**src/rtl/perf_counter_bank_pkg.sv**
```systemverilog
// Shared types for the performance counter bank: event numbering used by
// getperf decode and the index-width helper.
package perf_counter_bank_pkg;

  typedef enum logic [2:0] {
    evt_cycle       = 3'd0,
    evt_instret     = 3'd1,
    evt_br_taken    = 3'd2,
    evt_br_mispred  = 3'd3,
    evt_icache_miss = 3'd4,
    evt_dcache_miss = 3'd5,
    evt_stall       = 3'd6,
    evt_mem_wait    = 3'd7
  } perf_evt_t;

  localparam int PERF_NUM_EVT = 8;

  // A single-counter bank still needs a one-bit index.
  function automatic int idx_width(input int n);
    if (n > 1) begin
      return $clog2(n);
    end else begin
      return 1;
    end
  endfunction

endpackage

```
**src/rtl/perf_counter_bank_counter.sv**
```systemverilog
// One performance counter with a sticky overflow flag; a clear wins over
// an increment in the same cycle.
module perf_counter #(
  parameter int CTR_WIDTH = 32,
  parameter bit SATURATE  = 1'b0
) (
  input  logic                 clk,
  input  logic                 rst,
  input  logic                 inc,
  input  logic                 clr,
  output logic [CTR_WIDTH-1:0] count,
  output logic                 ovf
);

  localparam logic [CTR_WIDTH-1:0] CTR_MAX = '1;

  logic [CTR_WIDTH-1:0] count_r;
  logic                 ovf_r;

  // Counter and flag update; in saturate mode the flag marks reaching all-ones.
  always_ff @(posedge clk or posedge rst) begin
    if (rst) begin
      count_r <= '0;
      ovf_r   <= 1'b0;
    end else if (clr) begin
      count_r <= '0;
      ovf_r   <= 1'b0;
    end else if (inc) begin
      if (count_r == CTR_MAX) begin
        count_r <= SATURATE ? CTR_MAX : '0;
        ovf_r   <= 1'b1;
      end else begin
        count_r <= count_r + CTR_WIDTH'(1);
        ovf_r   <= ovf_r | (SATURATE & (count_r == (CTR_MAX - CTR_WIDTH'(1))));
      end
    end else begin
      count_r <= count_r;
      ovf_r   <= ovf_r;
    end
  end

  assign count = count_r;
  assign ovf   = ovf_r;

endmodule

```
**src/rtl/perf_counter_bank.sv**
```systemverilog
// Bank of event counters read through a valid/ready request with a single
// registered response slot; supports clear, read-and-clear and freeze.
module perf_counter_bank
  import perf_counter_bank_pkg::*;
#(
  parameter int  NUM_CTR   = 8,
  parameter int  CTR_WIDTH = 32,
  parameter bit  SATURATE  = 1'b0,
  localparam int IDX_W     = idx_width(NUM_CTR)
) (
  input  logic                 clk,
  input  logic                 rst,
  input  logic [NUM_CTR-1:0]   event_i,
  input  logic                 freeze_i,
  input  logic                 clr_valid_i,
  input  logic                 clr_all_i,
  input  logic [IDX_W-1:0]     clr_idx_i,
  input  logic                 rd_valid_i,
  input  logic [IDX_W-1:0]     rd_idx_i,
  input  logic                 rd_clr_i,
  output logic                 rd_ready_o,
  output logic                 resp_valid_o,
  input  logic                 resp_ready_i,
  output logic [CTR_WIDTH-1:0] resp_data_o,
  output logic                 resp_ovf_o,
  output logic                 resp_err_o,
  output logic [NUM_CTR-1:0]   ovf_o
);

  localparam logic [IDX_W:0] NUM_CTR_W = (IDX_W + 1)'(NUM_CTR);

  logic [CTR_WIDTH-1:0] count_s [NUM_CTR];
  logic [NUM_CTR-1:0]   ovf_s;
  logic [NUM_CTR-1:0]   inc_s;
  logic [NUM_CTR-1:0]   clr_s;
  logic                 rd_fire_s;
  logic                 rd_in_range_s;
  logic                 rd_clr_fire_s;
  logic [CTR_WIDTH-1:0] sel_data_s;
  logic                 sel_ovf_s;

  logic                 resp_valid_r;
  logic [CTR_WIDTH-1:0] resp_data_r;
  logic                 resp_ovf_r;
  logic                 resp_err_r;

  assign rd_ready_o    = ~resp_valid_r | resp_ready_i;
  assign rd_fire_s     = rd_valid_i & rd_ready_o;
  assign rd_in_range_s = ({1'b0, rd_idx_i} < NUM_CTR_W);
  assign rd_clr_fire_s = rd_fire_s & rd_clr_i & rd_in_range_s;
  assign inc_s         = event_i & {NUM_CTR{~freeze_i}};

  // Out-of-range indices match no counter, so neither clear nor readout sees them.
  for (genvar g = 0; g < NUM_CTR; g++) begin : g_ctr
    assign clr_s[g] = (clr_valid_i & (clr_all_i | (clr_idx_i == IDX_W'(g))))
                    | (rd_clr_fire_s & (rd_idx_i == IDX_W'(g)));

    perf_counter #(
      .CTR_WIDTH (CTR_WIDTH),
      .SATURATE  (SATURATE)
    ) u_ctr (
      .clk   (clk),
      .rst   (rst),
      .inc   (inc_s[g]),
      .clr   (clr_s[g]),
      .count (count_s[g]),
      .ovf   (ovf_s[g])
    );
  end

  // Read mux as an AND-OR tree over the pre-edge counter values.
  always_comb begin
    sel_data_s = '0;
    sel_ovf_s  = 1'b0;
    for (int i = 0; i < NUM_CTR; i++) begin
      sel_data_s = sel_data_s | (count_s[i] & {CTR_WIDTH{rd_idx_i == IDX_W'(i)}});
      sel_ovf_s  = sel_ovf_s | (ovf_s[i] & (rd_idx_i == IDX_W'(i)));
    end
  end

  // Response slot: load on accept, drop on consume, otherwise hold.
  always_ff @(posedge clk or posedge rst) begin
    if (rst) begin
      resp_valid_r <= 1'b0;
      resp_data_r  <= '0;
      resp_ovf_r   <= 1'b0;
      resp_err_r   <= 1'b0;
    end else if (rd_fire_s) begin
      resp_valid_r <= 1'b1;
      resp_data_r  <= rd_in_range_s ? sel_data_s : '0;
      resp_ovf_r   <= rd_in_range_s & sel_ovf_s;
      resp_err_r   <= ~rd_in_range_s;
    end else if (resp_ready_i) begin
      resp_valid_r <= 1'b0;
    end else begin
      resp_valid_r <= resp_valid_r;
    end
  end

  assign resp_valid_o = resp_valid_r;
  assign resp_data_o  = resp_data_r;
  assign resp_ovf_o   = resp_ovf_r;
  assign resp_err_o   = resp_err_r;
  assign ovf_o        = ovf_s;

endmodule

```
**config.mk**
```make
export PLATFORM = sky130hd
export DESIGN_NAME = perf_counter_bank
export DESIGN_NICKNAME = d
export VERILOG_FILES = /design/src/rtl/perf_counter_bank_pkg.sv /design/src/rtl/perf_counter_bank_counter.sv /design/src/rtl/perf_counter_bank.sv
export SDC_FILE = /design/constraint.sdc
export NUM_CORES = 1
export LEC_CHECK = 0
export ABC_AREA = 1
export BUFFER_PORTS_ARGS = -buffer_cell sky130_fd_sc_hd__buf_2
export CAP_MARGIN = 20
export CORE_MARGIN = 2
export CORE_UTILIZATION = 60
export DETAILED_ROUTE_END_ITERATION = 7
export HOLD_SLACK_MARGIN = 0.12
export MAX_ROUTING_LAYER = met4
export PLACE_DENSITY = 0.74
export SLEW_MARGIN = 20
export SYNTH_ARGS = -nofsm -noshare
export SYNTH_HDL_FRONTEND = slang
export SYNTH_HIERARCHICAL = 1
export SYNTH_SLANG_ARGS = --single-unit
```
**constraint.sdc**
```tcl
create_clock -name clk -period 2.9 [get_ports clk]
set_clock_uncertainty 0.2 [all_clocks]
set_input_delay 0 -clock clk [delete_from_list [all_inputs] [get_ports clk]]
set_output_delay 0 -clock clk [all_outputs]
set_load 0.05 [all_outputs]
```
# Word-level counts from Yosys, hierarchy flattened
# Index checks and enable logic that the tools add are counted.
# classes
bitwise_logic	68
n_eq_ne	22
muxes	50
mul	0
shifts	0
order_cmp	0
div	0
n_addsub	8
n_reduce_logical	27
# ops
operator	n
$mux 32	24
$add 32x1->32 const B	8
$and 32x32->32	8
$eq 32x32->1 const B	8
$or 32x32->32	7
$reduce_bool 2->1	17
$and 1x1->1	26
$mux 1	26
$eq 3x3->1 const B	8
$or 1x1->1	24
$reduce_and 2->1	8
$eq 3x2->1 const B	4
$and 8x8->8	1
$eq 3x1->1 const B	2
$logic_not 3->1	2
$not 1->1	2
# word_totals
output_inout_bits	44
word_cells	194
inputBits	22
ramBits	0
romBits	0
regBits	298
latchBits	0
memories	0

# Logic depth before layout (Yosys ltp)
# depth
word_depth	9
ltp_mapped	14
mapped_depth_nobuf	13

# By module
# The synthesis kept the hierarchy.
# modules_own_cells
mod	area_each_um2	seq_area_each_um2	n_inst	cells_each
perf_counter	2062.0	825.8	8	286
perf_counter_bank	4396.7	850.8	1	781

# Worst setup path before layout
# Ideal clock, no wire load.
# synth_path
path_kind	reg-to-reg
startpoint	register resp_valid_r, in the netlist resp_valid_o
endpoint	register g_ctr[1].u_ctr.count_r[28]
arrival_time_ps	2308
setup_time_ps	71
slack_ps	321
n_path_buf	0
required_ps	2629
synth_period_minus_slack_ps	2579
stages_incl_launch_ff	12
cell_sequence	dfrtp_1 > a21oi_2 > nand2_1 > o21ai_0 > nor2_2 > nor2_2 > nand2_1 > nor2_4 > nand3_1 > nand2_1 > inv_1 > nor2_1
# synth_via
elab_chain_len	7
elab_cells_between_ends	8
cone_classes	mux: 1; bitwise: 6; reduce/logical: 1
# synth_lines
element	line_no	rtl
start: declaration	perf_counter_bank.sv:42	logic resp_valid_r;
start signal: assignment	perf_counter_bank.sv:96	resp_valid_r <= resp_valid_r;
$not 1->1 (*)	perf_counter_bank.sv:47	assign rd_ready_o = ~resp_valid_r | resp_ready_i;
$or 1x1->1 (*)	perf_counter_bank.sv:47	
$and 1x1->1 (*)	perf_counter_bank.sv:48	assign rd_fire_s = rd_valid_i & rd_ready_o;
$and 1x1->1 (*)	perf_counter_bank.sv:50	assign rd_clr_fire_s = rd_fire_s & rd_clr_i & rd_in_range_s;
$and 1x1->1 (*)	perf_counter_bank.sv:56	| (rd_clr_fire_s & (rd_idx_i == IDX_W'(g)));
$or 1x1->1 (*)	perf_counter_bank.sv:56	
net clr_s[1]	perf_counter_bank.sv:35	logic [NUM_CTR-1:0] clr_s;
$mux 32 or $reduce_bool 2->1 (tied branches)	n/a	
end signal: assignment	perf_counter_bank_counter.sv:30	count_r <= SATURATE ? CTR_MAX : '0;
end signal: assignment	perf_counter_bank_counter.sv:33	count_r <= count_r + CTR_WIDTH'(1);
end signal: assignment	perf_counter_bank_counter.sv:37	count_r <= count_r;
end: declaration	perf_counter_bank_counter.sv:17	logic [CTR_WIDTH-1:0] count_r;
# The timed path passes the listed nets; every way through them passes the cells marked *.
# A chain may end at the register's enable or synchronous reset.

# Worst setup path after layout
# layout_path
startpoint	input rd_idx_i[1]
endpoint	register g_ctr[4].u_ctr.count_r[20]
# layout_via
elab_chain_len	4
elab_cells_between_ends	5
cone_classes	eq/ne: 1; mux: 1; bitwise: 2; reduce/logical: 1
# layout_lines
element	line_no	rtl
start: declaration	perf_counter_bank.sv:19	input logic [IDX_W-1:0] rd_idx_i,
$eq 3x3->1 (*)	perf_counter_bank.sv:56	
$and 1x1->1 (*)	perf_counter_bank.sv:56	
$or 1x1->1 (*)	perf_counter_bank.sv:56	
net clr_s[4]	perf_counter_bank.sv:35	
$mux 32 or $reduce_bool 2->1 (tied branches)	n/a	
end signal: assignment	perf_counter_bank_counter.sv:30	
end signal: assignment	perf_counter_bank_counter.sv:33	
end signal: assignment	perf_counter_bank_counter.sv:37	
end: declaration	perf_counter_bank_counter.sv:17	
# Marked as above.

==> key figures <==
Routing
  – Via count: about 21000
  – Detailed Route Iter0 Violations: 1874
  – DRC viols: 0
  – WL/cell: 18.09 um
  – Pre-antenna DRT Iters: 6
  – Final WL: approximately 66 mm
  – Vias per cell: 5.737
  – Final ANT Viol Nets: 0

Finish
  – Sequential Area: 7457 um2
  – Fraction of layout cells with a size suffix above 1: 0.1281
  – P&R area growth vs syn: 10.20%
  – Finished Core Util: 0.6682
  – Diode count: 0
  – Fillcell total: approximately 3200
  – Area of the multi-input gates: 11460 um2
  – Final nets: 3171
  – Fin cells: approximately 3600

Synthesis
  – Seq/Total Area, Yosys: 0.3569
  – Synth Register Bits: 298
  – Async set-reset flop share out of synthesis: 1.000
  – Synthesized area: 20890 um2
  – Mean post-synth cell area: 6.808 um2
  – Synth cell types: 31
  – Top post-synthesis cells by area: dfrtp_1, nand2_1, nand4_1
  – Top FF cell, synth: dfrtp_1
  – Cells after synthesis: 3069
  – Synth warn: 6
  – Synth cell count leaders: nand2_1, nor2_1, dfrtp_1
  – Synth area leader: dfrtp_1
  – Top-area cell type share of the netlist area: 0.3569
  – Post-synth EDFFs: 0
  – Post-Syn Nets: 3099
  – Most frequent cell after synthesis: nand2_1

Flow run
  – Max Cap Violations: 0

CTS
  – CTS buffer count: 37
  – Root Driver: clkbuf_16
  – Clock slew at reported path FFs: about 0.06 ns
  – Clock Latency Late Sink: ~0.57 ns
  – H-tree lvl count: 2
  – Clock sinks: 298
  – Post-CTS setup buffer count: 0
  – CTS tree: built
  – Maximum root-to-sink buffer count: 3

Setup path
  – Buf+Inv Stages, Crit Path: 4
  – CP Max Fanout: 9
  – Cells along the critical path: dlygate4sd3_1 -> buf_4 -> nor2_4 -> dlygate4sd3_1 -> nand2_1 -> o22ai_2 -> nor2_2 -> nor2_2 -> nand2_1 -> nor2_4 -> nand2_1 -> nand2_1 -> nand3_1 -> inv_1
  – Setup CP Type: in2reg
  – CP startpoint kind: input port
  – Arrival time at the worst endpoint: 3.04 ns
  – Critical path's top delay family: buffers and inverters
  – Worst path required time: 3.19 ns
  – Crit-path max cell delay: 0.57 ns
  – CP max stage cell: dlygate4sd3_1
  – Worst setup EP type: flip-flop
  – Cell mode on critical path: nand2_1

STA
  – Worst slew margin: 0.4936
  – Final Max Slew Viols: 0
  – Fin. Hold Viols: 0
  – Period utilization: 0.9472
  – Final setup margin: 0.1531 ns
  – Final worst path period need: 2.747 ns
  – Max Clk Rate: 364.0 MHz
  – Least-Margin Pin Slew: 0.7588 ns
  – Final setup viols: 0
  – Hold_ws: approximately 0.28 ns

GRT
  – Grt peak-use layer: met2
  – Initial antenna violation count: 0
  – M1 GR Usage: 0.5143
  – Largest net degree at the start of global routing: 133
  – Congestion Overflow GR: 0
  – GRT Util Overall: 0.3773
  – GR Util met2: 0.5508
  – Vias in the first global route: around 19000
  – First-pass GRT wire length: around 100 mm
  – Met3 Use GR: 0.07435

Power
  – Sequential Power Share: 0.427
  – VDD IR-drop max: 0.0005233 V
  – Sw Ratio: 0.2687
  – Switch Pwr: 0.002767 W
  – Int Power: 0.007533 W
  – Leakage: around 11 nW
  – Clock power frac: 0.476
  – Pwr Density: 447.3 nW/um2
  – Combinational power share: 0.097
  – Design Power: 0.01030 W

Place
  – Pre-CTS WS: roughly 0.094 ns
  – GPL Wtd Cong: 1.021
  – PortBufs: 64
  – Half-perimeter wire length after placement: roughly 48 mm
  – Placed insts: about 3500

Floorplan
  – CORE AREA: 34460 um2
  – Ports: 66
  – Die height: 190.6 um
  – Starting Density: 0.6063
  – Die area: between 30000 and 40000 um2
  – Die width: 190.6 um
  – FP Rows: 68

Hold path
  – Hold WC Path Type: reg2reg

Outcome
  – Outcome: complete, no violations
==> path summary, 6_finish.rpt <==
| check | from | endpoint | slack (ns) | depth (start not counted) |
|---|---|---|---|---|
| worst min-delay path | resp_data_o[1] | resp_data_o[1] | 0.28 | 2 |
| worst min register to register | resp_data_o[1] | resp_data_o[1] | 0.28 | 2 |
| min in group asynchronous | rst | g_ctr[4].u_ctr/count[4] | 0.58 | 4 |
| max in group asynchronous | rst | g_ctr[3].u_ctr/count[23] | 0.31 | 6 |
| worst max-delay path | rd_idx_i[1] | g_ctr[4].u_ctr/count[20] | 0.15 | 14 |
| worst max register to register | resp_valid_o | g_ctr[6].u_ctr/count[27] | 0.18 | 11 |
==> routing by layer <==
layer	vias up	share of wire
met5	-	0
met4	0	0.040
met3	130	0.098
met2	944	0.44
met1	9771	0.42
li1	9953	-
==> registers in the layout (all words and copies together) (netlist names) <==
name               count
resp_valid_o           1
resp_ovf_o             1
g_ctr.u_ctr/count    256
g_ctr.u_ctr/ovf        8
resp_data_o           32
==> logic make-up (layout without fill, tap and decap cells) <==
group,Yosys count,in the layout,share of synthesized area
AO/OA/AOI/OAI,49,49,0.01240
XOR/XNOR,112,112,0.04695
adder cells (fa/ha/maj),8,8,0.004791
buffers and inverters,412,513,0.09564
flip-flops,298,298,0.3569
other,1,1,0.0001795
AND/OR/NAND/NOR,2189,2189,0.4831
==> timing repair <==
item	in CTS	in global routing
hold endpoints to repair	453	0
hold buffers	52	0
endpoints found under the setup margin	0	17
resized for setup	0	6
==> cell type report <==
class | count | share of cell area
Timing Repair Buffer | 145 | 0.04771
Clock inverter | 16 | 0.009238
Clock buffer | 52 | 0.04581
Tap cell | 455 | 0.02473
Multi-Input combinational cell | 2359 | 0.4979
Sequential cell | 298 | 0.3239
Inverter | 300 | 0.05076
==> stage by stage <==
stage / setup TNS (ns) / instance area [um2]
detailed placement: 0 / 21220
global route: -0.01414 / 23020
global placement: 0 / 21190
CTS: 0 / 23010
finish: 0 / 23020
floorplan: 0 / 20890
==> power groups by stage <==
stage / Combinational [W] / Sequential [W] / Clock, W
finish: 0.00100 / 0.00440 / 0.00490
global route: 0.00110 / 0.00441 / 0.00517
CTS: 0.000980 / 0.00439 / 0.00498
detailed placement: 0.000920 / 0.00447 / 0
global placement: 0.000897 / 0.00446 / 0
floorplan: 0.000707 / 0.00447 / 0
==> worst register-to-register path, stage by stage (launching register included) <==
cell	delay, ns
dfrtp_1	0.40
a21oi_2	0.19
nand2_1	0.26
o21ai_1	0.38
inv_2	0.12
nand2_2	0.26
nand3_1	0.18
nor2_2	0.28
nand3_1	0.13
nand2_1	0.08
nand2_1	0.06
nor2_1	0.09
==> cell usage in the layout, fill, tap and decap left out, types with 2 or more instances in the layout <==
| master | instances |
|---|---|
| nand3_1 | 240 |
| clkbuf_8 | 3 |
| xor2_1 | 72 |
| nor2_2 | 142 |
| nand4_1 | 278 |
| clkbuf_1 | 10 |
| inv_1 | 281 |
| inv_2 | 10 |
| dfrtp_1 | 298 |
| o22ai_1 | 2 |
| clkbuf_16 | 39 |
| clkinv_4 | 8 |
| and2_1 | 8 |
| nand2_2 | 33 |
| bufinv_16 | 5 |
| ha_1 | 8 |
| buf_2 | 61 |
| or2_2 | 8 |
| nor3_1 | 8 |
| nand2_4 | 8 |
| buf_4 | 30 |
| nand2_1 | 955 |
| clkinv_2 | 9 |
| nor2_1 | 458 |
| nor2_4 | 43 |
| a21oi_1 | 8 |
| inv_6 | 2 |
| xnor2_1 | 40 |
| a31oi_1 | 3 |
| o21ai_0 | 31 |
| nand3b_1 | 8 |
| o21ai_1 | 2 |
| dlygate4sd3_1 | 52 |
No activity file was read; power rests on OpenSTA's default activity.
